File: src/rtl/wb_gain_scheduler_if.sv
// Pixel request, gain programming and result handshake signals of the
// white-balance gain scheduler. The master side is the pixel source plus
// register programmer; the slave side is the scheduler itself.
interface wb_gain_scheduler_if #(
    parameter int NUM_CH = 3,
    parameter int WIDTH  = 12
);
    logic [NUM_CH-1:0]       in_valid;
    logic [NUM_CH*WIDTH-1:0] in_pixel;
    logic [NUM_CH-1:0]       in_ready;
    logic                    gain_we;
    logic [1:0]              gain_sel;
    logic [WIDTH-1:0]        gain_wdata;
    logic                    out_valid;
    logic [WIDTH-1:0]        out_data;
    logic [1:0]              out_ch;
    logic                    out_ready;

    modport master (
        output in_valid, in_pixel, gain_we, gain_sel, gain_wdata, out_ready,
        input  in_ready, out_valid, out_data, out_ch
    );

    modport slave (
        input  in_valid, in_pixel, gain_we, gain_sel, gain_wdata, out_ready,
        output in_ready, out_valid, out_data, out_ch
    );
endinterface

File: src/rtl/wb_gain_scheduler.sv
// White-balance / digital-gain stage: one shared WIDTHxWIDTH multiplier is
// time-multiplexed over NUM_CH pixel channels by a round-robin arbiter.
// Each granted pixel is scaled by its channel gain (unsigned, FRAC_BITS
// fractional bits), saturated to WIDTH bits and passed through a 2-deep
// valid/ready pipeline that stalls as a whole when the output is blocked.
module wb_gain_scheduler #(
    parameter int WIDTH     = 12,
    parameter int FRAC_BITS = 8,
    parameter int NUM_CH    = 3,
    parameter int GAIN_RST  = 256
) (
    input  logic               clk,
    input  logic               rst_n,
    wb_gain_scheduler_if.slave bus
);

    localparam int PW = 2 * WIDTH;

    logic [WIDTH-1:0]  gain [NUM_CH];
    logic [1:0]        rr_ptr;

    logic              s1_valid;
    logic [PW-1:0]     s1_prod;
    logic [1:0]        s1_ch;

    logic              out_valid_q;
    logic [WIDTH-1:0]  out_data_q;
    logic [1:0]        out_ch_q;

    logic              advance;
    logic              accept;
    logic [NUM_CH-1:0] upper_req;
    logic [NUM_CH-1:0] pick_src;
    logic [NUM_CH-1:0] grant;
    logic              grant_any;
    logic [1:0]        grant_idx;
    logic [WIDTH-1:0]  sel_pixel;
    logic [WIDTH-1:0]  sel_gain;
    logic [1:0]        next_ptr;
    logic [PW-1:0]     shifted;
    logic [WIDTH-1:0]  clamped;

    // The whole pipeline moves only when the output register is free to change.
    assign advance = !(out_valid_q && !bus.out_ready);

    // Round-robin arbitration: lowest requester at or above the pointer wins,
    // otherwise wrap around to the lowest requester overall.
    always_comb begin
        // NOTE: every always_comb output gets a default first so no path can infer a latch.
        upper_req = '0;
        grant     = '0;
        grant_idx = '0;
        sel_pixel = '0;
        sel_gain  = '0;
        for (int i = 0; i < NUM_CH; i++) begin
            upper_req[i] = bus.in_valid[i] && (i >= int'(rr_ptr));
        end
        pick_src  = (|upper_req) ? upper_req : bus.in_valid;
        grant_any = |pick_src;
        for (int i = NUM_CH - 1; i >= 0; i--) begin
            if (pick_src[i]) grant_idx = 2'(i);
        end
        for (int i = 0; i < NUM_CH; i++) begin
            if (grant_any && grant_idx == 2'(i)) begin
                grant[i]  = 1'b1;
                sel_pixel = bus.in_pixel[i*WIDTH +: WIDTH];
                sel_gain  = gain[i];
            end
        end
    end

    // in_ready is held low during reset so no source sees a phantom accept.
    assign accept       = grant_any && advance && rst_n;
    assign bus.in_ready = grant & {NUM_CH{advance && rst_n}};
    assign next_ptr     = (grant_idx == 2'(NUM_CH - 1)) ? 2'd0 : grant_idx + 2'd1;

    // Scale back to integer pixels and saturate anything that overflowed WIDTH bits.
    always_comb begin
        shifted = s1_prod >> FRAC_BITS;
        clamped = (|shifted[PW-1:WIDTH]) ? {WIDTH{1'b1}} : shifted[WIDTH-1:0];
    end

    // Gain register file; same-edge write and accept sees the old value.
    always_ff @(posedge clk or negedge rst_n) begin
        if (!rst_n) begin
            // NOTE: the gain file is tiny and must come out of reset at unity, so it is reset like ordinary flops.
            for (int i = 0; i < NUM_CH; i++) gain[i] <= WIDTH'(GAIN_RST);
        end else if (bus.gain_we) begin
            for (int i = 0; i < NUM_CH; i++) begin
                if (bus.gain_sel == 2'(i)) gain[i] <= bus.gain_wdata;
            end
        end
    end

    // Round-robin pointer moves past the channel that was just accepted.
    always_ff @(posedge clk or negedge rst_n) begin
        if (!rst_n) begin
            rr_ptr <= '0;
        end else if (accept) begin
            // NOTE: sequential state uses non-blocking assignment so all flops update from pre-edge values.
            rr_ptr <= next_ptr;
        end
    end

    // Stage 1: capture the full-precision product of the accepted pixel.
    always_ff @(posedge clk or negedge rst_n) begin
        if (!rst_n) begin
            s1_valid <= 1'b0;
            s1_prod  <= '0;
            s1_ch    <= '0;
        end else if (advance) begin
            s1_valid <= accept;
            if (accept) begin
                s1_prod <= PW'(sel_pixel) * PW'(sel_gain);
                s1_ch   <= grant_idx;
            end
        end
    end

    // Stage 2: saturated result register facing the demosaic input.
    always_ff @(posedge clk or negedge rst_n) begin
        if (!rst_n) begin
            out_valid_q <= 1'b0;
            out_data_q  <= '0;
            out_ch_q    <= '0;
        end else if (advance) begin
            out_valid_q <= s1_valid;
            out_data_q  <= clamped;
            out_ch_q    <= s1_ch;
        end
    end

    assign bus.out_valid = out_valid_q;
    assign bus.out_data  = out_data_q;
    assign bus.out_ch    = out_ch_q;

endmodule
File: src/flat_wrapper.sv
// flat-port wrapper written by rule: the top's interface ports become plain ports
module wb_gain_scheduler_flat 
#(
    parameter int WIDTH     = 12,
    parameter int FRAC_BITS = 8,
    parameter int NUM_CH    = 3,
    parameter int GAIN_RST  = 256
)
  (clk, rst_n, bus_in_valid, bus_in_pixel, bus_gain_we, bus_gain_sel, bus_gain_wdata, bus_out_ready, bus_in_ready, bus_out_valid, bus_out_data, bus_out_ch);
  wb_gain_scheduler_if #(.NUM_CH(NUM_CH), .WIDTH(WIDTH)) bus_i ();
  input  logic clk;
  input  logic rst_n;
  input wire logic [$bits(bus_i.in_valid)-1:0] bus_in_valid;
  input wire logic [$bits(bus_i.in_pixel)-1:0] bus_in_pixel;
  input wire logic [$bits(bus_i.gain_we)-1:0] bus_gain_we;
  input wire logic [$bits(bus_i.gain_sel)-1:0] bus_gain_sel;
  input wire logic [$bits(bus_i.gain_wdata)-1:0] bus_gain_wdata;
  input wire logic [$bits(bus_i.out_ready)-1:0] bus_out_ready;
  output wire logic [$bits(bus_i.in_ready)-1:0] bus_in_ready;
  output wire logic [$bits(bus_i.out_valid)-1:0] bus_out_valid;
  output wire logic [$bits(bus_i.out_data)-1:0] bus_out_data;
  output wire logic [$bits(bus_i.out_ch)-1:0] bus_out_ch;
  assign bus_i.in_valid = bus_in_valid;
  assign bus_i.in_pixel = bus_in_pixel;
  assign bus_i.gain_we = bus_gain_we;
  assign bus_i.gain_sel = bus_gain_sel;
  assign bus_i.gain_wdata = bus_gain_wdata;
  assign bus_i.out_ready = bus_out_ready;
  assign bus_in_ready = bus_i.in_ready;
  assign bus_out_valid = bus_i.out_valid;
  assign bus_out_data = bus_i.out_data;
  assign bus_out_ch = bus_i.out_ch;
  wb_gain_scheduler #(.WIDTH(WIDTH), .FRAC_BITS(FRAC_BITS), .NUM_CH(NUM_CH), .GAIN_RST(GAIN_RST)) u_core (.clk(clk), .rst_n(rst_n), .bus(bus_i));
endmodule
File: config.mk
export PLATFORM = sky130hd
export DESIGN_NAME = wb_gain_scheduler_flat
export DESIGN_NICKNAME = d
export VERILOG_FILES = /design/src/rtl/wb_gain_scheduler_if.sv /design/src/rtl/wb_gain_scheduler.sv /design/src/flat_wrapper.sv
export SDC_FILE = /design/constraint.sdc
export NUM_CORES = 1
export LEC_CHECK = 0
export ABC_AREA = 1
export BUFFER_PORTS_ARGS = -buffer_cell sky130_fd_sc_hd__buf_2
export CAP_MARGIN = 10
export CORE_MARGIN = 2
export CORE_UTILIZATION = 30
export DETAILED_ROUTE_END_ITERATION = 16
export SLEW_MARGIN = 30
export SYNTH_ARGS = -nofsm -noshare
export SYNTH_HDL_FRONTEND = slang
export SYNTH_SLANG_ARGS = --single-unit
File: constraint.sdc
create_clock -name clk -period 7.5 [get_ports clk]
set_input_delay 1.5 -clock clk [delete_from_list [all_inputs] [get_ports clk]]
set_output_delay 1.5 -clock clk [all_outputs]
set_load 0.01 [all_outputs]
Word-level counts from Yosys, hierarchy flattened
Index checks and enable logic that the tools add are counted. Widths: inputs -> output; s select.

$add $sub $neg: 1. Reductions and logical operators: 21. $mul: 1. Bitwise logic cells: 2. Equal/unequal tests: 4. Mux-type cells: 15. $lt $le $gt $ge: 3.

Operators with widths (number): $mux 12 (7); $mul 12x12->24 (1); $logic_and 1x1->1 (10); $mux 2 (4); $reduce_and 2->1 (4); $reduce_or 3->1 (2); $eq 2x1->1 const B (2); $eq 2x2->1 const B (2); $ge 1x2->1 const A (2); $logic_not 2->1 (2); $reduce_or 4->1 (1); $and 3x3->3 (1); $mux 1 (3); $mux 3 (1); $add 2x1->2 const B (1); $ge 2x2->1 const A (1); $logic_not 1->1 (2); $not 1->1 (1).

Input port bits: 57. Register bits: 80. Word-level logic and storage cells: 57.

Logic depth before layout (Yosys ltp)
Depth in word-level cells: 13. Mapped depth: 33. Mapped depth without buffers: 33.

Worst setup path after synthesis
OpenSTA, ideal clock, no wires.

Path type: input to register. Start point: input port bus_in_valid[1]. End point: register u_core.s1_prod[21]. Required time: 7.417 ns. Slack: 0.824 ns. Data arrival time: 6.594 ns. Setup time: 0.083 ns. Stages on the path: 24. Path through: nand2_1 > nand3_4 > nand4_4 > buf_2 > buf_4 > o21ai_0 > clkinv_1 > nand2_1 > fa_1 > fa_1 > fa_1 > inv_1 > fa_1 > inv_1 > fa_1 > inv_1 > ha_1 > nand2_1 > nor4_1 > nand4_1 > nand2_1 > a21oi_1 > xor2_1 > o21ai_0.

Word-level cells in the longest chain between the ends: 12. Elaborated cells on any way between the ends: 23. Those cells by class: mul: 1; eq/ne: 2; mux: 10; reduce/logical: 10.

RTL lines: start, declared (line flat_wrapper.sv:13) `input wire logic [$bits(bus_i.in_valid)-1:0] bus_in_valid;`; $logic_and 1x1->1 (line wb_gain_scheduler.sv:56) `upper_req[i] = bus.in_valid[i] && (i >= int'(rr_ptr));`; $reduce_or 3->1 (line wb_gain_scheduler.sv:58) `pick_src = (|upper_req) ? upper_req : bus.in_valid;`; $mux 3 (*) (line wb_gain_scheduler.sv:58); $mux 2 (3 in series) (line wb_gain_scheduler.sv:61) `if (pick_src[i]) grant_idx = 2'(i);`; $logic_not 2->1 (line wb_gain_scheduler.sv:64) `if (grant_any && grant_idx == 2'(i)) begin`; $logic_and 1x1->1 (line wb_gain_scheduler.sv:64); $mux 12 (3 in series) (line wb_gain_scheduler.sv:64); $mul 12x12->24 (line wb_gain_scheduler.sv:114) `s1_prod <= PW'(sel_pixel) * PW'(sel_gain);`; end signal, assigned (line wb_gain_scheduler.sv:114); end, declared (line wb_gain_scheduler.sv:23) `logic [PW-1:0] s1_prod;`.

Mark *: on every way between the ends. The rest lies on a longest branch, timed or not. A chain may end at the register's enable or synchronous reset.

Final worst setup path
Start point: input port bus_in_valid[2]. End point: register u_core.s1_prod[21].

The elaborated chain is that of the path after synthesis.

==> flow_metrics.py <==
metrics = {
    "status": {
        "outcome": "finished clean",
    },
    "route": {
        "drc": 0,
        "drtPass1Iterations": 5,
        "vias_per_cell": 4.73,
        "drt_first_iter_violations": 346,
        "vias": 6691,
        "wl_per_cell_um": 15.1,
        "wl_um": 21400,
        "ant_nets": 0,
    },
    "critical_path": {
        "critPathArrivalTime_ns": 7.24,
        "r2r_end": "u_core.s1_prod[21]",
        "path_buf_inv": 6,
        "crit_cells": 26,
        "cp-end-kind": "flip-flop",
        "crit_fanout": 17,
        "path_class": "in2reg",
        "cp.required_ns": 7.76,
        "crit_path_max_incr_delay_ns": 0.54,
        "setup.worst_path.start_class": "input pin",
        "rrSetupSlack_ns": 1.31,
        "ff2ff_path_depth": 25,
        "rr_startpoint": "u_core.rr_ptr[1]",
        "path_delay_family": "adder cells",
        "cp_common_cell": "fa_1",
        "cp_slowest_cell": "fa_1",
    },
    "placement": {
        "place_hpwl_um": 17700,
        "dp_slack_ns": 0.115,
        "io_buffers": 74,
        "gp_congestion": 0.917,
    },
    "timing": {
        "slew_viol_final": 0,
        "hold_viol_final": 0,
        "fin_crit_ns": 6.98,
        "worst_slack_ns": 0.516,
        "tns_ns": 0,
        "relSlewSlack_pct": 42.2,
        "skew_ns": 0.00725,
        "fmax_ghz": 0.143,
        "setup_violations": 0,
        "tightest_slew_ns": 0.865,
        "fin_crit_sh_pct": 93.1,
        "rsz0062_at_grt": "no",
    },
    "hold_path": {
        "min_to": "u_core.bus.out_valid",
        "hold_path.startpoint": "u_core.s1_valid",
        "hold_class": "reg2reg",
        "hold_depth": 2,
    },
    "global_routing": {
        "grt.total_usage_pct": 16.6,
        "grt_first_pass_wirelength_um": 34800,
        "antenna_found_initial": 0,
        "gr-total-overflow": 0,
        "grt_pass1_vias": 6539,
        "grt_max_degree": 65,
    },
    "die": {
        "ios": 75,
        "start_util_pct": 30.2,
        "dieWidth_um": 165,
        "coreArea_mm2": 0.0258,
        "dieArea_mm2": 0.0274,
        "row_count": 59,
        "die_h_um": 165,
    },
    "cts": {
        "cts_tree": "done",
        "cts_buffer_depth": 2,
        "clkSinkCount": 72,
        "cts_buffers": 9,
        "h-tree-depth": 3,
        "cts_setup_buffers": 0,
        "cts_resized": 0,
        "clk_pin_slew_ns": 0.06,
        "clock_latency_ns": 0.35,
        "cts_root_buffer": "clkbuf_16",
        "cts_hold_buf": 0,
    },
    "logic_synthesis": {
        "ys_ff_latch": 72,
        "synth-edff-count": 0,
        "synth_fp_nets": 1192,
        "synth_ff_type": "dfrtp_1",
        "synthCells": 978,
        "synthTopCellsByArea": "fa_1, dfrtp_1, nand2_1, ha_1, inv_1",
        "netlist.top_cell.by_area": "fa_1",
        "yosysWarnings": 0,
        "ys_types": 41,
        "synth_most_common_cell": "nand2_1",
        "ys_async_sr_fraction_pct": 100,
        "synthDominantCellAreaShare_pct": 25.4,
        "yosysSeqAreaShare_pct": 23.1,
        "synth_area_mm2": 0.00781,
        "ys_top_cells_by_count": "nand2_1, inv_1, fa_1, nor2_1, dfrtp_1",
        "avgSynthCellArea_um2": 7.99,
    },
    "job": {
        "cap_violations": 0,
    },
    "final_layout": {
        "antenna_cells": 0,
        "fin_util_pct": 35.2,
        "n_fill_cell": 2747,
        "area_delta_synth_final_pct": 16.4,
        "drive_above_1_share_pct": 13.5,
        "finalNetCount": 1288,
    },
}
==> layout by cell type, fill, tap and decap left out, drive strengths merged <==
| master | instances |
|---|---|
| or4 | 1 |
| clkbuf | 9 |
| nand4 | 6 |
| a221o | 6 |
| nor3b | 1 |
| o21bai | 1 |
| a2111oi | 1 |
| nor2 | 97 |
| buf | 103 |
| nand2 | 270 |
| nand3b | 2 |
| clkinv | 10 |
| nor4 | 4 |
| ha | 58 |
| o22ai | 1 |
| nor3 | 4 |
| clkinvlp | 2 |
| o21ai | 74 |
| dfrtp | 69 |
| a21o | 3 |
| bufinv | 2 |
| nand3 | 26 |
| fa | 99 |
| xor2 | 4 |
| dfstp | 3 |
| a31oi | 17 |
| a21oi | 19 |
| or2 | 4 |
| inv | 176 |
| xnor2 | 7 |
==> tightest hold or removal path, cell delays in order, from the launching register on <==
cell	delay, ns
dfrtp_1	0.32
inv_1	0.04
nand2_1	0.05
==> sequential cells by signal, summed over array words and instances, names as in the netlist <==
signal	cells
u_core.gain	36
u_core.s1_prod	16
u_core.bus.out_data	12
u_core.bus.out_ch	2
u_core.rr_ptr	2
u_core.s1_ch	2
u_core.bus.out_valid	1
u_core.s1_valid	1
==> final cells by class <==
type | instances | area (um^2) | share of cell area, %
well taps | 335 | 419 | 4.61
clock buffers | 9 | 225 | 2.48
repair buffers | 103 | 613 | 6.74
multi-input cells | 705 | 5250 | 57.7
clock inverters | 7 | 101 | 1.11
inverters | 183 | 687 | 7.55
flip-flops and latches | 72 | 1810 | 19.8
==> through the flow <==
| step | hold WS (ns) | cells | area [um^2] |
|---|---|---|---|
| finish | 0.448 | 1414 | 9100 |
| detailed placement | 0.435 | 1398 | 8770 |
| CTS | 0.449 | 1414 | 9090 |
| floorplan | 0.420 | 978 | 7820 |
| global route | 0.497 | 1414 | 9100 |
| global placement | 0.437 | 1398 | 8770 |
==> logic make-up after synthesis <==
logic type | share of synthesized area, %
adder cells (fa/ha/maj) | 34.6
XOR/XNOR | 1.23
AND/OR/NAND/NOR | 22.3
AO/OA/AOI/OAI | 8.92
flip-flops | 23.1
buffers and inverters | 9.80
==> worst max path at each step <==
stage | startpoint | end | slack, ns
finish | bus_in_valid[2] | u_core.s1_prod[21] | 0.52
global route | bus_in_valid[1] | u_core.s1_prod[17] | 0.09
CTS | bus_in_valid[2] | u_core.s1_prod[21] | 0.50
detailed placement | bus_in_valid[2] | u_core.s1_prod[21] | 0.12
global placement | bus_in_valid[2] | u_core.s1_prod[21] | 0.25
floorplan | bus_in_valid[1] | u_core.s1_prod[21] | 0.82
==> metal layers <==
metal | share of wire [%] | GRT usage (%)
met1 | 45 | 23.1
met2 | 47 | 26.5
met3 | 5.3 | 2.72
met4 | 2.2 | 5.13
met5 | 0 | 0
Power is left out: the tool's default activity adds up to more than one toggle a clock period on the data nets, which glitch-free logic cannot reach.
